## config.mk

```make
export PLATFORM = sky130hd
export DESIGN_NAME = period_meter
export DESIGN_NICKNAME = d
export VERILOG_FILES = /design/src/rtl/period_meter_pkg.sv /design/src/rtl/edge_sync.sv /design/src/rtl/period_meter.sv
export SDC_FILE = /design/constraint.sdc
export NUM_CORES = 1
export LEC_CHECK = 0
export ABC_AREA = 0
export BUFFER_PORTS_ARGS = -buffer_cell sky130_fd_sc_hd__buf_2
export CAP_MARGIN = 10
export CORE_ASPECT_RATIO = 0.8
export CORE_MARGIN = 8
export CORE_UTILIZATION = 51
export DETAILED_ROUTE_END_ITERATION = 12
export PLACE_DENSITY = 0.75
export SYNTH_ARGS = -nofsm -noshare
export SYNTH_HDL_FRONTEND = slang
export SYNTH_SLANG_ARGS = --single-unit
```

## constraint.sdc

```tcl
create_clock -name clk -period 2.05 [get_ports clk]
set_input_delay 0.5125 -clock clk [delete_from_list [all_inputs] [get_ports clk]]
set_output_delay 0.5125 -clock clk [all_outputs]
set_load 0.05 [all_outputs]
```

## src/rtl/period_meter_pkg.sv

```systemverilog
// Shared clocking constants for the divider / measurement blocks.
// Period and timeout defaults of period_meter are derived from these.
package period_meter_pkg;

  localparam int unsigned BASIC_CLOCK_RATE = 100_000_000;
  localparam int unsigned CLOCK_WIDTH      = 27;
  // Half-period count of a 1 Hz divider output.
  localparam int unsigned ONE_HZ_COUNT     = BASIC_CLOCK_RATE / 2;

endpackage

```

## src/rtl/edge_sync.sv

```systemverilog
// Three-flop synchronizer with single-cycle rising/falling edge pulses.
// Reusable for any slow asynchronous input (buttons, divided clocks).
module edge_sync (
  input  logic clk,
  input  logic rst,
  input  logic sig_in,
  output logic rise_p,
  output logic fall_p,
  output logic level
);

  logic s1;
  logic s2;
  logic s3;

  always_ff @(posedge clk) begin
    if (rst) begin
      s1 <= 1'b0;
      s2 <= 1'b0;
      s3 <= 1'b0;
    end else begin
      s1 <= sig_in;
      s2 <= s1;
      s3 <= s2;
    end
  end

  assign rise_p = s2 & ~s3;
  assign fall_p = ~s2 & s3;
  assign level  = s2;

endmodule

```

## src/rtl/period_meter.sv

```systemverilog
// Measures period and high time of a slow asynchronous square wave in clk
// cycles, with a sticky timeout when no rising edge arrives in time.
module period_meter
  import period_meter_pkg::*;
#(
  parameter int unsigned CNT_WIDTH     = CLOCK_WIDTH,
  parameter int unsigned TIMEOUT_COUNT = ONE_HZ_COUNT * 2
) (
  input  logic                 clk,
  input  logic                 rst,
  input  logic                 en,
  input  logic                 sig_in,
  output logic [CNT_WIDTH-1:0] period,
  output logic [CNT_WIDTH-1:0] high_time,
  output logic                 valid,
  output logic                 timeout
);

  typedef enum logic {
    S_WAIT = 1'b0,
    S_MEAS = 1'b1
  } state_t;

  localparam logic [CNT_WIDTH-1:0] TIMEOUT_VAL = CNT_WIDTH'(TIMEOUT_COUNT);
  localparam logic [CNT_WIDTH-1:0] CNT_ONE     = CNT_WIDTH'(1);

  state_t               state;
  logic [CNT_WIDTH-1:0] cnt;
  logic [CNT_WIDTH-1:0] hcnt;
  logic                 rise_p;
  logic                 fall_p;
  logic                 level;
  logic                 hcnt_inc;

  edge_sync u_sync (
    .clk    (clk),
    .rst    (rst),
    .sig_in (sig_in),
    .rise_p (rise_p),
    .fall_p (fall_p),
    .level  (level)
  );

  // High-time counting stops once the synchronized input has fallen.
  assign hcnt_inc = level & ~fall_p;

  always_ff @(posedge clk) begin
    if (rst) begin
      state     <= S_WAIT;
      cnt       <= '0;
      hcnt      <= '0;
      period    <= '0;
      high_time <= '0;
      valid     <= 1'b0;
      timeout   <= 1'b0;
    end else begin
      valid <= 1'b0;
      case (state)
        S_WAIT: begin
          cnt  <= '0;
          hcnt <= '0;
          // First edge only arms; a full period is needed before reporting.
          if (en && rise_p) begin
            cnt   <= CNT_ONE;
            hcnt  <= CNT_ONE;
            state <= S_MEAS;
          end
        end
        S_MEAS: begin
          if (!en) begin
            cnt   <= '0;
            hcnt  <= '0;
            state <= S_WAIT;
          end else if (rise_p) begin
            period    <= cnt;
            high_time <= hcnt;
            valid     <= 1'b1;
            timeout   <= 1'b0;
            cnt       <= CNT_ONE;
            hcnt      <= CNT_ONE;
          end else if (cnt == TIMEOUT_VAL) begin
            timeout <= 1'b1;
            cnt     <= '0;
            hcnt    <= '0;
            state   <= S_WAIT;
          end else begin
            cnt <= cnt + CNT_ONE;
            if (hcnt_inc) begin
              hcnt <= hcnt + CNT_ONE;
            end
          end
        end
        default: begin
          cnt   <= '0;
          hcnt  <= '0;
          state <= S_WAIT;
        end
      endcase
    end
  end

endmodule

```

==> metrics.txt <==
HP Class in -> reg; vias in the first global route 3,761; fill count 590; Async SR Flop Fraction 0%; first-pass GRT wire length 19.1 mm; normalized max-slew margin 63.7%; initial antenna violation count 0; clk slew on worst S/H paths 0.06 ns; DP Cell Count 649; gr ovfl total 0; final cell count without fillers 690; drt wl/cell 17.1 um; WHS Path Cells 2; Synth top area share 51.9%; crit-path max cell delay 0.55 ns; num ports 60; storage element area 2290 um^2; Req. time, crit path 2.44 ns; worst-path maximum fanout 10; Worst Tran Pin Value 0.543 ns; IO Port Bufs 59; DRC errors left 0; Hold Buf Count CTS 0; ratio of final minimum period to clock period 102%; Row Count 30; flops & latches, synth 114; Die W 120 um; Mapped Area 4400 um^2; CTS max path bufs 2; CP Depth 5; final instance area 6030 um^2; Placer Congestion 0.833; vias after detailed routing 4,013; Hold WS 0.212 ns; Die Y 99.1 um; post-DR vias/cell 5.82; cell taking the most area after synthesis dfxtp_1; syn_area_per_cell 9.82 um^2; dpl hpwl 7.51 mm; root buffer cell clkbuf_8; Fmax 0.478 GHz; worst path arrival time 2.48 ns; P per Cell Area 861 nW/um^2; Core Area 8450 um^2; EDFF count, synth 0; Routed WL 11.8 mm; largest cells by area after synthesis dfxtp_1 (52%), a22o_1 (11%), nor2_1 (3.1%); CP max stage cell or4_4; Slew Viols, Final 0; CTS Buf Count 17; htree depth 4; dpl cell area 5190 um^2; synth unique cells 38; layout cell share with drive strength beyond 1 33.4%; Final Hold Viols 0; RSZ-0062 raised after global routing yes; Setup Crit Path Kind reg -> reg; nets 572; Reg2Reg Depth 5; Main synth FF type dfxtp_1; Ys Warns 0; Starting Density 52.1%; Ant. Diodes 0; area delta synth->final 37.0%; Post-DRT Antenna Nets 0; clk_skew 0.00775 ns; post-synth net total 455; cells after synthesis 448; clock sink total 114; failing checks negative setup slack; Static Leak 2.42 nW; CP bufs+invs 0; Worst Setup End Kind flop; first drt pass iteration count 5; sequential fraction of the synthesis area 51.9%; CTS tree built; Die Area 11,900 um^2; CP startpoint kind flop; Final min period 2.09 ns; pin count of the biggest net entering global routing 56; crit-path cells nand2_2, or4_4, o31a_4, o41ai_1, a21oi_1; total track usage 19.7%; multi-input gate area in the final layout 2180 um^2; fin worst setup slack -0.0437 ns; worst vdd ir 0.513 mV; Detailed Route Iter0 Violations 351; Max Cap Violations 0; clock latency on the worst-skew pair 0.52 ns; CP top delay family compound AO/OA/AOI/OAI gates; status complete, but fails checks; final setup fails 4
## area by class of cell
cell class | instances | share of cell area [%]
sequential | 114 | 38.0
timing repair buffer | 120 | 13.2
clock inverter | 14 | 2.72
multi-input combinational | 304 | 36.2
tap | 112 | 2.32
inverter | 8 | 0.498
clock buffer | 18 | 7.10
## report_power, final
group	switching, mW	internal, mW	leakage (nW)
logic	0.0389	0.0173	1.21
clock network	1.04	1.87	0.286
registers	0.00264	2.22	0.921
total	1.08	4.11	2.42
## synth_stat cells, types with 12 or more instances
cell,number
xor2_1,14
xnor2_1,12
nand4_1,12
a22o_1,54
nor2_1,36
nand3_1,24
o31ai_1,12
dfxtp_1,114
or4_1,12
a21oi_1,26
clkbuf_1,22
nand2_1,19
## registers in the layout, summed over array words and instances (netlist names)
name	flops
u_sync.s3	1
u_sync.s1	1
period	27
u_sync.level	1
state	1
timeout	1
valid	1
cnt	27
hcnt	27
high_time	27
## final timing paths
check                           startpoint            to  slack, ns
worst max-delay path               cnt[16]      hcnt[26]      -0.04
worst min-delay path                sig_in     u_sync.s1       0.21
worst max register to register     cnt[16]      hcnt[26]      -0.04
worst min register to register   u_sync.s1  u_sync.level       0.44
## stage by stage
step	utilization (%)	TNS [ns]	total power [mW]	setup WS, ns
2_1_floorplan	-	0	2.30	0.0259
3_3_place_gp	61.4	-1.03	2.32	-0.0867
3_5_place_dp	61.4	-2.39	2.32	-0.176
4_1_cts	69.5	-0.376	5.22	-0.0489
5_1_grt	71.4	-0.495	5.35	-0.0747
6_report	71.4	-0.0970	5.19	-0.0437
## cell families (layout without fill, tap and decap cells)
kind of cell / Yosys count / count (layout) / share of synthesized area [%]
xor gates and xnor gates: 26 / 26 / 5.17
buffers and inverters: 33 / 160 / 3.16
AOI/OAI and AO/OA: 111 / 114 / 18.8
DFF: 114 / 114 / 51.9
adders and majority gates: 3 / 3 / 0.853
and+or+nand+nor: 161 / 161 / 20.1
## worst reg2reg max path: cells and delay by family, from the launching register on
family / cells / cell delay (ns)
simple gates: 2 / 0.61
flops: 1 / 0.33
compound gates: 3 / 1.03
## metal layers
layer	up-vias	GRT usage, %	share of wire (%)	wire (um)
li1	1912	-	-	-
met1	1947	26.6	49	5760
met2	136	28.9	44	5140
met3	18	5.71	6.2	725
met4	0	7.47	1.2	140
met5	-	0	0	0
## cells in the final DEF (no fill, tap or decap), types with 3 or more instances in the layout
master / n
dfxtp_1: 108
buf_2: 59
a22o_1: 54
buf_4: 54
nor2_1: 35
nand3_1: 23
a21oi_1: 17
nand2_1: 16
clkbuf_16: 16
xor2_1: 14
nand4_1: 12
xnor2_1: 12
o31ai_1: 11
o21ai_0: 10
or3_1: 9
or4_1: 9
and3_1: 8
a21oi_2: 8
and2_1: 7
nor3_1: 7
inv_1: 6
dfxtp_2: 6
nor2b_1: 5
clkinv_2: 5
buf_6: 5
nand2_2: 4
or4_4: 4
o31a_4: 4
nor4_1: 4
and4_1: 3
clkinvlp_4: 3
bufinv_16: 3
clkinv_4: 3
## timing repair
action,4_1_cts,5_1_grt
cloned,3,0
resized for setup,8,36
setup buffers,3,3
endpoints found under the setup margin,19,50
pin swaps,10,22
Note: power is estimated with default switching activity, not from simulation.
